==> src/rtl/fluid_ctrl_pkg.sv <==
// Shared types, defaults and index helper for the inlet dose sequencer.
// Solution masks are passed at MAX_SOLN width so the helper serves any N_SOLN up to that.
package fluid_ctrl_pkg;

    localparam int CNT_W_DEF  = 16;
    localparam int N_SOLN_DEF = 3;
    localparam int MAX_SOLN   = 8;
    localparam int IDX_W      = 3;

    typedef enum logic [1:0] {
        IDLE,
        DOSE,
        SETTLE,
        WAIT_OUT
    } state_t;

    typedef struct packed {
        logic             valid;
        logic [IDX_W-1:0] idx;
    } nz_t;

    // Lowest index >= from_idx whose dose length is non-zero.
    function automatic nz_t next_nonzero(input logic [MAX_SOLN-1:0] lens_nz,
                                         input logic [IDX_W:0]      from_idx);
        nz_t r;
        r = '0;
        for (int i = MAX_SOLN - 1; i >= 0; i--) begin
            if (lens_nz[i] && (i >= int'(from_idx))) begin
                r.valid = 1'b1;
                r.idx   = IDX_W'(i);
            end
        end
        return r;
    endfunction

endpackage

==> src/rtl/fluid_dose_sequencer_if.sv <==
// Command/status bundle between the fluidic host and the dose sequencer.
interface fluid_dose_sequencer_if
    import fluid_ctrl_pkg::*;
#(
    parameter int N_SOLN = N_SOLN_DEF,
    parameter int CNT_W  = CNT_W_DEF
);
    logic                    start;
    logic                    abort;
    logic [N_SOLN*CNT_W-1:0] dose_len;
    logic                    out_sense;
    logic [N_SOLN-1:0]       valve_en;
    logic                    pump_en;
    logic                    busy;
    logic                    done;
    logic                    err_timeout;

    modport master (
        output start, abort, dose_len, out_sense,
        input  valve_en, pump_en, busy, done, err_timeout
    );

    modport slave (
        input  start, abort, dose_len, out_sense,
        output valve_en, pump_en, busy, done, err_timeout
    );
endinterface

==> src/rtl/fluid_dose_sequencer_timer.sv <==
// Load/decrement phase timer; terminal count flags the last cycle of a phase.
// Saturates at zero so it never wraps.
module fluid_down_timer
    import fluid_ctrl_pkg::*;
#(
    parameter int CNT_W = CNT_W_DEF
) (
    input  logic             clk,
    input  logic             rst_n,
    input  logic             i_load,
    input  logic             i_dec,
    input  logic [CNT_W-1:0] i_load_val,
    output logic             o_tc
);
    logic [CNT_W-1:0] r_count;

    always_ff @(posedge clk) begin
        if (!rst_n) begin
            r_count <= '0;
        end else if (i_load) begin
            r_count <= i_load_val;
        end else if (i_dec && (r_count != '0)) begin
            r_count <= r_count - 1'b1;
        end
    end

    assign o_tc = (r_count <= CNT_W'(1));
endmodule

==> src/rtl/fluid_dose_sequencer.sv <==
// Inlet-side dose sequencer: timed valve doses, settle gaps, then wait for outlet fluid.
// Outputs are registered from the next state so they track the state entered on each edge.
module fluid_dose_sequencer
    import fluid_ctrl_pkg::*;
#(
    parameter int N_SOLN      = N_SOLN_DEF,
    parameter int CNT_W       = CNT_W_DEF,
    parameter int SETTLE_CYC  = 8,
    parameter int TIMEOUT_CYC = 1000
) (
    input  logic                   clk,
    input  logic                   rst_n,
    fluid_dose_sequencer_if.slave  bus
);
    state_t                  r_state, w_state_nxt;
    logic [IDX_W-1:0]        r_idx, w_idx_nxt;
    logic [N_SOLN*CNT_W-1:0] r_lens;
    logic [MAX_SOLN-1:0]     w_nz_in, w_nz_lat;
    nz_t                     w_first, w_next;
    logic                    w_ld, w_dec, w_tc, w_latch, w_done_nxt, w_err_nxt;
    logic [CNT_W-1:0]        w_ld_val;
    logic [N_SOLN-1:0]       r_valve;
    logic                    r_pump, r_busy, r_done, r_err;

    always_comb begin
        w_nz_in  = '0;
        w_nz_lat = '0;
        for (int i = 0; i < N_SOLN; i++) begin
            w_nz_in[i]  = |bus.dose_len[i*CNT_W +: CNT_W];
            w_nz_lat[i] = |r_lens[i*CNT_W +: CNT_W];
        end
    end

    // First dose comes from the live input (it is latched on that same edge); later ones from the latch.
    assign w_first = next_nonzero(w_nz_in, '0);
    assign w_next  = next_nonzero(w_nz_lat, (IDX_W+1)'(r_idx) + (IDX_W+1)'(1));

    always_comb begin
        w_state_nxt = r_state;
        w_idx_nxt   = r_idx;
        w_ld        = 1'b0;
        w_ld_val    = '0;
        w_dec       = 1'b0;
        w_latch     = 1'b0;
        w_done_nxt  = 1'b0;
        w_err_nxt   = r_err;
        if (r_state == IDLE) begin
            if (bus.start) begin
                w_latch   = 1'b1;
                w_err_nxt = 1'b0;
                w_ld      = 1'b1;
                if (w_first.valid) begin
                    w_state_nxt = DOSE;
                    w_idx_nxt   = w_first.idx;
                    w_ld_val    = bus.dose_len[int'(w_first.idx)*CNT_W +: CNT_W];
                end else begin
                    w_state_nxt = WAIT_OUT;
                    w_idx_nxt   = '0;
                    w_ld_val    = CNT_W'(TIMEOUT_CYC);
                end
            end
        end else if (bus.abort) begin
            w_state_nxt = IDLE;
            w_ld        = 1'b1;
        end else begin
            w_dec = 1'b1;
            case (r_state)
                DOSE: begin
                    if (w_tc) begin
                        w_state_nxt = SETTLE;
                        w_ld        = 1'b1;
                        w_ld_val    = CNT_W'(SETTLE_CYC);
                    end
                end
                SETTLE: begin
                    if (w_tc) begin
                        w_ld = 1'b1;
                        if (w_next.valid) begin
                            w_state_nxt = DOSE;
                            w_idx_nxt   = w_next.idx;
                            w_ld_val    = r_lens[int'(w_next.idx)*CNT_W +: CNT_W];
                        end else begin
                            w_state_nxt = WAIT_OUT;
                            w_ld_val    = CNT_W'(TIMEOUT_CYC);
                        end
                    end
                end
                WAIT_OUT: begin
                    if (bus.out_sense) begin
                        w_state_nxt = IDLE;
                        w_done_nxt  = 1'b1;
                        w_ld        = 1'b1;
                    end else if (w_tc) begin
                        w_state_nxt = IDLE;
                        w_err_nxt   = 1'b1;
                        w_ld        = 1'b1;
                    end
                end
                default: w_state_nxt = IDLE;
            endcase
        end
    end

    fluid_down_timer #(.CNT_W(CNT_W)) u_timer (
        .clk        (clk),
        .rst_n      (rst_n),
        .i_load     (w_ld),
        .i_dec      (w_dec),
        .i_load_val (w_ld_val),
        .o_tc       (w_tc)
    );

    always_ff @(posedge clk) begin
        if (!rst_n) begin
            r_state <= IDLE;
            r_idx   <= '0;
            r_valve <= '0;
            r_pump  <= 1'b0;
            r_busy  <= 1'b0;
            r_done  <= 1'b0;
            r_err   <= 1'b0;
        end else begin
            r_state <= w_state_nxt;
            r_idx   <= w_idx_nxt;
            r_valve <= (w_state_nxt == DOSE) ? (N_SOLN'(1) << w_idx_nxt) : '0;
            r_pump  <= (w_state_nxt != IDLE);
            r_busy  <= (w_state_nxt != IDLE);
            r_done  <= w_done_nxt;
            r_err   <= w_err_nxt;
        end
    end

    always_ff @(posedge clk) begin
        if (w_latch) begin
            r_lens <= bus.dose_len;
        end
    end

    assign bus.valve_en    = r_valve;
    assign bus.pump_en     = r_pump;
    assign bus.busy        = r_busy;
    assign bus.done        = r_done;
    assign bus.err_timeout = r_err;
endmodule

==> src/flat_wrapper.sv <==
// flat-port wrapper written by rule: the top's interface ports become plain ports
module fluid_dose_sequencer_flat import fluid_ctrl_pkg::*;
#(
    parameter int N_SOLN      = N_SOLN_DEF,
    parameter int CNT_W       = CNT_W_DEF,
    parameter int SETTLE_CYC  = 8,
    parameter int TIMEOUT_CYC = 1000
)
  (clk, rst_n, bus_start, bus_abort, bus_dose_len, bus_out_sense, bus_valve_en, bus_pump_en, bus_busy, bus_done, bus_err_timeout);
  fluid_dose_sequencer_if #(.N_SOLN(N_SOLN), .CNT_W(CNT_W)) bus_i ();
  input  logic clk;
  input  logic rst_n;
  input wire logic [$bits(bus_i.start)-1:0] bus_start;
  input wire logic [$bits(bus_i.abort)-1:0] bus_abort;
  input wire logic [$bits(bus_i.dose_len)-1:0] bus_dose_len;
  input wire logic [$bits(bus_i.out_sense)-1:0] bus_out_sense;
  output wire logic [$bits(bus_i.valve_en)-1:0] bus_valve_en;
  output wire logic [$bits(bus_i.pump_en)-1:0] bus_pump_en;
  output wire logic [$bits(bus_i.busy)-1:0] bus_busy;
  output wire logic [$bits(bus_i.done)-1:0] bus_done;
  output wire logic [$bits(bus_i.err_timeout)-1:0] bus_err_timeout;
  assign bus_i.start = bus_start;
  assign bus_i.abort = bus_abort;
  assign bus_i.dose_len = bus_dose_len;
  assign bus_i.out_sense = bus_out_sense;
  assign bus_valve_en = bus_i.valve_en;
  assign bus_pump_en = bus_i.pump_en;
  assign bus_busy = bus_i.busy;
  assign bus_done = bus_i.done;
  assign bus_err_timeout = bus_i.err_timeout;
  fluid_dose_sequencer #(.N_SOLN(N_SOLN), .CNT_W(CNT_W), .SETTLE_CYC(SETTLE_CYC), .TIMEOUT_CYC(TIMEOUT_CYC)) u_core (.clk(clk), .rst_n(rst_n), .bus(bus_i));
endmodule
==> config.mk <==
export PLATFORM = sky130hd
export DESIGN_NAME = fluid_dose_sequencer_flat
export DESIGN_NICKNAME = d
export VERILOG_FILES = /design/src/rtl/fluid_ctrl_pkg.sv /design/src/rtl/fluid_dose_sequencer_if.sv /design/src/rtl/fluid_dose_sequencer_timer.sv /design/src/rtl/fluid_dose_sequencer.sv /design/src/flat_wrapper.sv
export SDC_FILE = /design/constraint.sdc
export NUM_CORES = 1
export LEC_CHECK = 0
export CORE_ASPECT_RATIO = 1.4
export CORE_UTILIZATION = 35
export CTS_CLUSTER_SIZE = 10
export DETAILED_ROUTE_END_ITERATION = 6
export MAX_ROUTING_LAYER = met4
export PLACE_DENSITY = 0.68
export SETUP_SLACK_MARGIN = 0.15
export SLEW_MARGIN = 5
export SYNTH_ARGS = -nofsm -noshare
export SYNTH_HDL_FRONTEND = slang
export SYNTH_SLANG_ARGS = --single-unit
==> constraint.sdc <==
create_clock -name clk -period 4.4 [get_ports clk]
set_input_delay 1.1 -clock clk [delete_from_list [all_inputs] [get_ports clk]]
set_output_delay 1.1 -clock clk [all_outputs]
set_load 0.01 [all_outputs]
Yosys cells after proc, flatten, opt, wreduce, memory -nomap -nowiden
Index checks and enable logic that the tools add are counted.

Memories: 0. Bits in latches: 0. RAM bits: 0. Word-level logic and storage cells: 95. Bits in read-only memories: 0. Register bits: 75. Output and inout bits: 7. Input port bits: 53.

Add/sub/neg operators: 2. Bitwise logic cells: 2. Magnitude comparators: 4. Multiplexer cells: 49. Reduce and logical (&&, ||, !) cells: 20. Eq/ne operators: 7. Divide/modulo/power cells: 0. Multiply operators: 0. Shift-type cells: 3.

Operator list (number): two-way mux 16 bit (8); OR reduction 16 bit (6); variable part select 48 x 8 -> 16 bit (2); case mux 16 bit (2 select lines) (1); two-way mux 4 bit (7); two-way mux 3 bit (7); two-way mux 2 bit (9); less-or-equal comparator 16 x 1 -> 1 bit, second input constant (1); nonzero test 16 bit (1); subtractor 16 x 1 -> 16 bit, second input constant (1); two-way mux 1 bit (15); >= comparator 1 x 4 -> 1 bit, first input constant (2); nonzero test 2 bit (4); case mux 2 bit (3 select lines) (1); AND reduction 5 bit (1); adder 3 x 1 -> 4 bit, second input constant (1); equality test 2 x 1 -> 1 bit, second input constant (2); equality test 2 bit, second input constant (2); >= comparator 2 x 4 -> 1 bit, first input constant (1); logical AND 1 bit (4); != test 2 x 1 -> 1 bit, second input constant (2); OR reduction 4 bit (1); left shift 1 x 3 -> 3 bit, first input constant (1); zero test 2 bit (1); 5 further kinds (6).

Depth between registers and ports, before layout
Gate-level depths: netlist (run 1).

Depth in word-level cells: 13. Depth in mapped cells: 11. Mapped depth without buffers: 9.

Cells and area by module
From an unflattened synthesis (run 1), not the netlist that was laid out.

Cells, all modules: 384. Area total of the unflattened synthesis: 4152.7 um^2.

Modules (own cells, without submodules): fluid_dose_sequencer (cells each 269, times used 1, area an instance 3219.3 um^2, seq. area each 1661.6 um^2); fluid_down_timer (cells each 115, times used 1, area an instance 933.4 um^2, seq. area each 320.3 um^2).

Worst setup path before layout (run 1)
OpenSTA, ideal clock, no wires.

Path type: input-to-reg. Start point: input port bus_start. End point: register u_core.r_valve[2] (netlist: u_core.bus.valve_en[2]). Stages on the path: 7. Setup time: 0.078 ns. Data arrival time: 3.492 ns. Slack: 0.831 ns. Data required time: 4.322 ns. Buffers on the path: 1. Cells stage by stage: clkbuf_1 > nand2_1 > clkinv_1 > a22oi_1 > o31a_1 > nand3_1 > nor3_1.

Word-level cells in the longest chain between the ends: 4. Elaborated cells on any way between the ends: 7. Classes of those cells: eq/ne: 1; shift: 1; mux: 4; reduce/logical: 1.

Ends and longest elaborated chain: start, declared (line flat_wrapper.sv:13) `input wire logic [$bits(bus_i.start)-1:0] bus_start;`; two-way mux 2 bit (line fluid_dose_sequencer.sv:48) `if (bus.start) begin`; two-way mux 2 bit (line fluid_dose_sequencer.sv:47) `if (r_state == IDLE) begin`; equality test 2 x 1 -> 1 bit (line fluid_dose_sequencer.sv:125) `r_valve <= (w_state_nxt == DOSE) ? (N_SOLN'(1) << w_idx_nxt) : '0;`; AND reduction 2 bit (no line); end signal, assigned (line fluid_dose_sequencer.sv:125); end, declared (line fluid_dose_sequencer.sv:22) `logic [N_SOLN-1:0] r_valve;`.

Parallel ways exist; a longest one is shown, timed or not. A chain may end at the register's enable or synchronous reset.

Final worst setup path (run 1)
Start point: input port bus_dose_len[19]. End point: register u_core.u_timer.r_count[10].

Word-level cells in the longest chain between the ends: 8.

Ends and longest elaborated chain: start, declared (line flat_wrapper.sv:15) `input wire logic [$bits(bus_i.dose_len)-1:0] bus_dose_len;`; OR reduction 16 bit * (line fluid_dose_sequencer.sv:29) `w_nz_in[i] = |bus.dose_len[i*CNT_W +: CNT_W];`; two-way mux 4 bit * (2 in a row) (line fluid_ctrl_pkg.sv:28) `if (lens_nz[i] && (i >= int'(from_idx))) begin`; variable part select 48 x 8 -> 16 bit (line fluid_dose_sequencer.sv:55) `w_ld_val = bus.dose_len[int'(w_first.idx)*CNT_W +: CNT_W];`; two-way mux 16 bit * (line fluid_dose_sequencer.sv:52) `if (w_first.valid) begin`; two-way mux 16 bit * (line fluid_dose_sequencer.sv:48); two-way mux 16 bit * (line fluid_dose_sequencer.sv:47); two-way mux 16 bit * (line fluid_dose_sequencer_timer.sv:20) `end else if (i_load) begin`; end signal, assigned (line fluid_dose_sequencer_timer.sv:21) `r_count <= i_load_val;`; end signal, assigned (line fluid_dose_sequencer_timer.sv:23) `r_count <= r_count - 1'b1;`; end, declared (line fluid_dose_sequencer_timer.sv:15) `logic [CNT_W-1:0] r_count;`.

Mark *: on every way between the ends. The rest lies on a longest branch, timed or not.

==> impl_metrics.py, run 1 <==
metrics = {
    "outcome": {
        "status": "finished clean",
    },
    "layout": {
        "ff_latch_area_mm2": 0.00198,
        "num-nets-final": 510,
        "areaGrowthSynthToFinish_pct": 25.4,
        "fill_cells": 1027,
        "drive_gt1_share_pct": 6.67,
        "n_antenna_cell": 0,
        "multi_input_area_mm2": 0.00189,
    },
    "global_route": {
        "antenna_found_initial": 0,
        "grt_first_pass_wirelength_um": 19300,
        "track_usage_pct": 22.5,
        "grt_pass1_vias": 3603,
        "grt_max_degree": 38,
        "grt_overflow": 0,
    },
    "clock_network": {
        "cts_hold_buffers": 0,
        "post-cts-setup-buffers": 0,
        "cts-buffers-inserted": 9,
        "cts-resized-gates": 0,
        "htreeDepth": 3,
        "insertion_delay_ns": 0.34,
        "cts_tree": "done",
        "clock-sinks": 75,
        "cts.reportedPaths.clkPinSlew_ns": 0.06,
        "cts_buffer_depth": 2,
        "clock-root-buffer": "clkbuf_16",
    },
    "die": {
        "core_area_mm2": 0.0110,
        "rows": 45,
        "dieWidth_um": 92.2,
        "die-area_mm2": 0.0118,
        "initial_core_util_pct": 36.3,
        "io_pins": 60,
        "dieHeight_um": 128,
    },
    "route": {
        "drtPass1Iterations": 5,
        "num_vias": 3561,
        "drt-wirelength-per-cell_um": 20.8,
        "viasPerCell": 6.03,
        "drt.antenna.violating_nets": 0,
        "wl_um": 12300,
        "drtIter0Drc": 335,
        "drc": 0,
    },
    "worst_setup_path": {
        "crit_buf_inv": 2,
        "critPathTopFamily": "simple AND/OR/NAND/NOR gates",
        "arrival_ns": 3.66,
        "end_kind": "register",
        "cp_slowest_cell": "clkdlybuf4s50_1",
        "worstPathMaxFanout": 8,
        "critPathMaxStageDelay_ns": 0.48,
        "required_ns": 4.62,
        "critPathLaunchType": "input pin",
        "crit_chain": "clkdlybuf4s50_1 > nor4_1 > nand4_1 > nand2b_1 > nor2_1 > buf_4 > a221o_1 > a21oi_1 > a221oi_1",
        "crit_type": "input pin to register",
    },
    "power_and_ir_drop": {
        "power_density_mw_per_mm2": 366,
        "ir_worst_vdd_mv": 0.224,
        "p_leak_uw": 0.00175,
    },
    "synthesis": {
        "synthTopCellsByCount": "edfxtp_1, nor2_1, dfxtp_1, nor4_1, nand2_1",
        "ys_types": 60,
        "ys_seq_area_share_pct": 49.7,
        "yosysMostFrequentCell": "edfxtp_1",
        "async_flop_share_pct": 0,
        "avgSynthCellArea_um2": 10.3,
        "netlist.area_leader.share_pct": 36.1,
        "syn_area_mm2": 0.00399,
        "synth_area_leader_cell": "edfxtp_1",
        "synth_ff_type": "edfxtp_1",
        "synth-seq-cells": 75,
        "synthCells": 388,
        "synth-edff-count": 48,
        "syn_nets": 453,
        "ys_warn_count": 0,
        "yosys-top-cells-area": "edfxtp_1, dfxtp_1, nor4_1",
    },
    "place": {
        "gp_congestion": 1.02,
        "post-dp-hpwl_um": 9580,
        "dp_slack_ns": 0.677,
        "io_buffers": 59,
    },
    "worst_hold_path": {
        "min-delay-path-class": "register to register",
    },
    "timing": {
        "tightest_slew_ns": 1.07,
        "skew_ns": 0.00637,
        "hold_viol_final": 0,
        "fin_crit_sh_pct": 78.1,
        "slew_headroom_pct": 28.3,
        "setup_tns_ns": 0,
        "setup_ws_ns": 0.963,
        "whs_ns": 0.491,
        "maxSlewViolCount": 0,
        "post-route-min-period_ns": 3.44,
        "rsz0062_at_grt": "false",
        "setup_viol": 0,
        "clock.fmax_mhz": 291,
    },
    "run": {
        "maxCapViolCount": 0,
    },
}
-- path summary, 6_finish.rpt --
path / start / endpoint / slack (ns) / depth (start not counted)
min: u_core.r_idx[2]$_SDFF_PN0_ / u_core.r_idx[2]$_SDFF_PN0_ / 0.49 / 2
max reg2reg: u_core.r_lens[43]$_DFFE_PP_ / u_core.u_timer.r_count[4]$_SDFFE_PN0P_ / 1.14 / 7
min reg2reg: u_core.r_idx[2]$_SDFF_PN0_ / u_core.r_idx[2]$_SDFF_PN0_ / 0.49 / 2
max: bus_dose_len[19] / u_core.u_timer.r_count[10]$_SDFFE_PN0P_ / 0.96 / 9
-- worst reg2reg max path, cell delays in order (launching register included) --
cell      delay (ns)
edfxtp_1        0.38
nor4_1          0.72
nand4_1         0.27
nand3_1         0.28
or3_1           0.60
o22ai_1         0.17
or4_1           0.47
a221oi_2        0.28
-- cell type report --
class / count / share of cell area [%]
Clock buffer: 10 / 4.58
Clock inverter: 6 / 1.10
Inverter: 12 / 0.901
Multi-Input combinational cell: 284 / 37.8
Sequential cell: 75 / 39.6
Tap cell: 141 / 3.53
Timing Repair Buffer: 63 / 12.4
-- stage by stage --
step / cells / total power (µW) / util (%) / cell area [µm²]
2_1_floorplan: 388 / 1010 / - / 3990
3_3_place_gp: 575 / 1130 / 43.0 / 4720
3_5_place_dp: 575 / 1130 / 43.0 / 4720
4_1_cts: 591 / 1830 / 45.5 / 5000
5_1_grt: 591 / 1890 / 45.5 / 5000
6_report: 591 / 1830 / 45.5 / 5000
-- placed cells by master (no fill, tap or decap), types with 12 or more instances in the layout --
cell,instances
o21ai_0,12
clkdlybuf4s50_1,59
dfxtp_1,27
edfxtp_1,48
ha_1,12
nor4_1,27
nand2_1,21
a21oi_1,17
nand3_1,15
nor3_1,12
nor2_1,39
-- sequential cells by signal, indices dropped and copies added, names as in the netlist --
signal                  flops
u_core.bus.pump_en          1
u_core.r_state              2
u_core.bus.done             1
u_core.r_lens              48
u_core.bus.err_timeout      1
u_core.u_timer.r_count     16
u_core.bus.valve_en         3
u_core.r_idx                3
-- logic make-up after synthesis --
| group | Yosys count | share of synthesized area, % |
|---|---|---|
| AND/OR/NAND/NOR | 148 | 19.4 |
| flip-flops | 75 | 49.7 |
| adder cells (fa/ha/maj) | 12 | 3.77 |
| AO/OA/AOI/OAI | 103 | 19.3 |
| XOR/XNOR | 13 | 2.86 |
| buffers and inverters | 29 | 2.95 |
| multiplexers | 8 | 2.01 |
-- per-layer routing --
layer	routed length, µm	GRT usage [%]
met4	683	15.4
met5	0	-
met2	6040	36.4
met3	661	3.32
met1	4890	25.6
-- power by group --
part | switching [µW] | internal (µW) | total [µW] | leakage (µW)
sequential | 37.3 | 811 | 849 | 0.000686
clock | 273 | 434 | 707 | 0.000139
combinational | 158 | 115 | 273 | 0.000924
total | 469 | 1360 | 1830 | 0.00175
Power figures use the tool's default switching activity.
==> run 2, diff against run 1 <==
--- a/config.mk
+++ b/config.mk
@@ -10,7 +10,7 @@
 export CTS_CLUSTER_SIZE = 10
 export DETAILED_ROUTE_END_ITERATION = 6
 export MAX_ROUTING_LAYER = met4
-export PLACE_DENSITY = 0.68
+export PLACE_DENSITY = 0.7
 export SETUP_SLACK_MARGIN = 0.15
 export SLEW_MARGIN = 5
 export SYNTH_ARGS = -nofsm -noshare
==> constraint.sdc (replaced) <==
create_clock -name clk -period 3 [get_ports clk]
set_input_delay 0.75 -clock clk [delete_from_list [all_inputs] [get_ports clk]]
set_output_delay 0.75 -clock clk [all_outputs]
set_load 0.01 [all_outputs]
==> impl_metrics.py, run 2 (synthesized netlist as in run 1, its figures left out) <==
metrics = {
    "route": {
        "drt.antenna.violating_nets": 0,
        "drtIter0Drc": 297,
        "drtPass1Iterations": 7,
        "num_vias": 3778,
        "wl_um": 12100,
        "drt-wirelength-per-cell_um": 18.6,
        "viasPerCell": 5.78,
        "drc": 0,
    },
    "layout": {
        "num-nets-final": 573,
        "stdcell_area_mm2": 0.00554,
        "largest_register": "u_core.r_lens",
        "final_common_cell": "buf_4",
        "fill_cells": 985,
        "layout_common_cells": "buf_4, clkdlybuf4s50_1, edfxtp_1",
        "multi_input_area_mm2": 0.00190,
        "ff_latch_area_mm2": 0.00198,
        "fin_cells": 654,
        "n_antenna_cell": 0,
        "drive_gt1_share_pct": 19.1,
        "largest_register_ffs": 48,
        "areaGrowthSynthToFinish_pct": 38.9,
        "top_regs": "u_core.r_lens x48, u_core.u_timer.r_count x16",
    },
    "timing": {
        "post-route-min-period_ns": 2.72,
        "hold_viol_final": 0,
        "skew_ns": 0.00696,
        "slew_headroom_pct": 53.2,
        "setup_viol": 0,
        "whs_ns": 0.502,
        "fin_crit_sh_pct": 90.7,
        "rsz0062_at_grt": "false",
        "clock.fmax_mhz": 368,
        "tightest_slew_ns": 0.701,
        "maxSlewViolCount": 0,
    },
    "global_route": {
        "track_usage_pct": 22.0,
        "grt_pass1_vias": 3747,
        "grt_first_pass_wirelength_um": 19100,
        "grt_overflow": 0,
        "grt_max_degree": 39,
        "antenna_found_initial": 0,
    },
    "worst_setup_path": {
        "crit_type": "register to register",
        "rrSetupSlack_ns": 0.28,
        "end_kind": "register",
        "arrival_ns": 2.97,
        "r2r-end": "u_core.u_timer.r_count[4]$_SDFFE_PN0P_",
        "required_ns": 3.25,
        "critPathLaunchType": "register",
        "reg2regPathDepth": 8,
        "worstPathMaxFanout": 19,
        "timing.rr.start": "u_core.r_lens[43]$_DFFE_PP_",
    },
    "clock_network": {
        "clock-root-buffer": "clkbuf_16",
        "cts-buffers-inserted": 9,
        "insertion_delay_ns": 0.33,
        "clock-sinks": 75,
        "post-cts-setup-buffers": 0,
        "cts_buffer_depth": 2,
        "htreeDepth": 3,
        "cts.reportedPaths.clkPinSlew_ns": 0.06,
        "cts_tree": "done",
    },
    "worst_hold_path": {
        "min-delay-path-class": "register to register",
        "worstHoldStart": "u_core.r_idx[2]$_SDFF_PN0_",
        "holdPathEnd": "u_core.r_idx[2]$_SDFF_PN0_",
        "hold_depth": 2,
    },
    "outcome": {
        "status": "finished clean",
    },
    "place": {
        "io_buffers": 59,
        "gp_congestion": 0.927,
        "placed_cell_area_mm2": 0.00523,
        "post-dp-hpwl_um": 9670,
        "place_inst": 638,
    },
    "die": {
        "rows": 45,
        "io_pins": 60,
        "die-area_mm2": 0.0118,
        "initial_core_util_pct": 36.3,
        "dieWidth_um": 92.2,
        "core_area_mm2": 0.0110,
        "dieHeight_um": 128,
    },
    "power_and_ir_drop": {
        "total_power_uw": 2780,
        "power_density_mw_per_mm2": 502,
        "ir_worst_vdd_mv": 0.451,
        "p_leak_uw": 0.00208,
    },
    "run": {
        "maxCapViolCount": 0,
    },
}
-- run 2: cell count changes in the layout (fill, tap and decap cells not counted), moves of 2 or more --
| cell | before | now |
|---|---|---|
| buf_4 | 4 | 64 |
| clkinv_4 | 0 | 2 |
| clkinv_1 | 4 | 2 |
| buf_12 | 0 | 3 |
-- run 2: metal layers --
metal	routed length (µm)	vias to the layer above	GRT usage (%)
li1	-	1775	-
met1	4710	1806	24.4
met2	6280	165	37.5
met3	626	32	2.85
met4	537	0	12.9
met5	0	-	-
-- run 2: cell type report --
class                      instances  area share (%)
clock buffer                       9            4.07
clock inverter                     7            1.38
inverter                          12           0.836
multi-input combinational        284            34.3
sequential                        75            35.8
tap                              141            3.18
timing repair buffer             126            20.4
-- run 2: what timing repair did --
item	CTS	global route
endpoints found under the setup margin	0	2
hold buffers	0	0
gates resized for setup	0	3
endpoints found under the hold margin	0	0
-- run 2: worst max path at each step --
stage                                                  from                                     end  cells past startpoint
floorplan                        u_core.r_idx[0]$_SDFF_PN0_  u_core.u_timer.r_count[4]$_SDFFE_PN0P_                      8
global placement                           bus_dose_len[27]  u_core.u_timer.r_count[9]$_SDFFE_PN0P_                     10
detailed placement                         bus_dose_len[27]  u_core.u_timer.r_count[9]$_SDFFE_PN0P_                     10
CTS                              u_core.r_idx[0]$_SDFF_PN0_  u_core.u_timer.r_count[4]$_SDFFE_PN0P_                      7
global route        u_core.u_timer.r_count[11]$_SDFFE_PN0P_  u_core.u_timer.r_count[4]$_SDFFE_PN0P_                      6
finish                          u_core.r_lens[43]$_DFFE_PP_  u_core.u_timer.r_count[4]$_SDFFE_PN0P_                      8
-- run 2: power by group --
group | internal [µW] | leakage (µW) | switching, µW
Clock | 649 | 0.000144 | 435
Sequential | 1190 | 0.000686 | 55.9
Combinational | 217 | 0.00125 | 237
Total | 2060 | 0.00208 | 727
-- run 2: critical path: stages (launching register included) --
cell and delay [ns]:
edfxtp_1 0.41, nor4_1 0.51, nand4_1 0.27, nand3_1 0.28, or3_1 0.19, buf_12 0.15, o22ai_1 0.09, or4_1 0.46
a221oi_2 0.27
-- run 2: stage by stage --
stage	setup slack, ns	utilization (%)	TNS (ns)
2_1_floorplan	0.405	-	0
3_3_place_gp	0.0188	47.6	0
3_5_place_dp	-0.0249	47.6	-0.0466
4_1_cts	0.169	50.4	0
5_1_grt	0.158	50.5	0
6_report	0.280	50.5	0
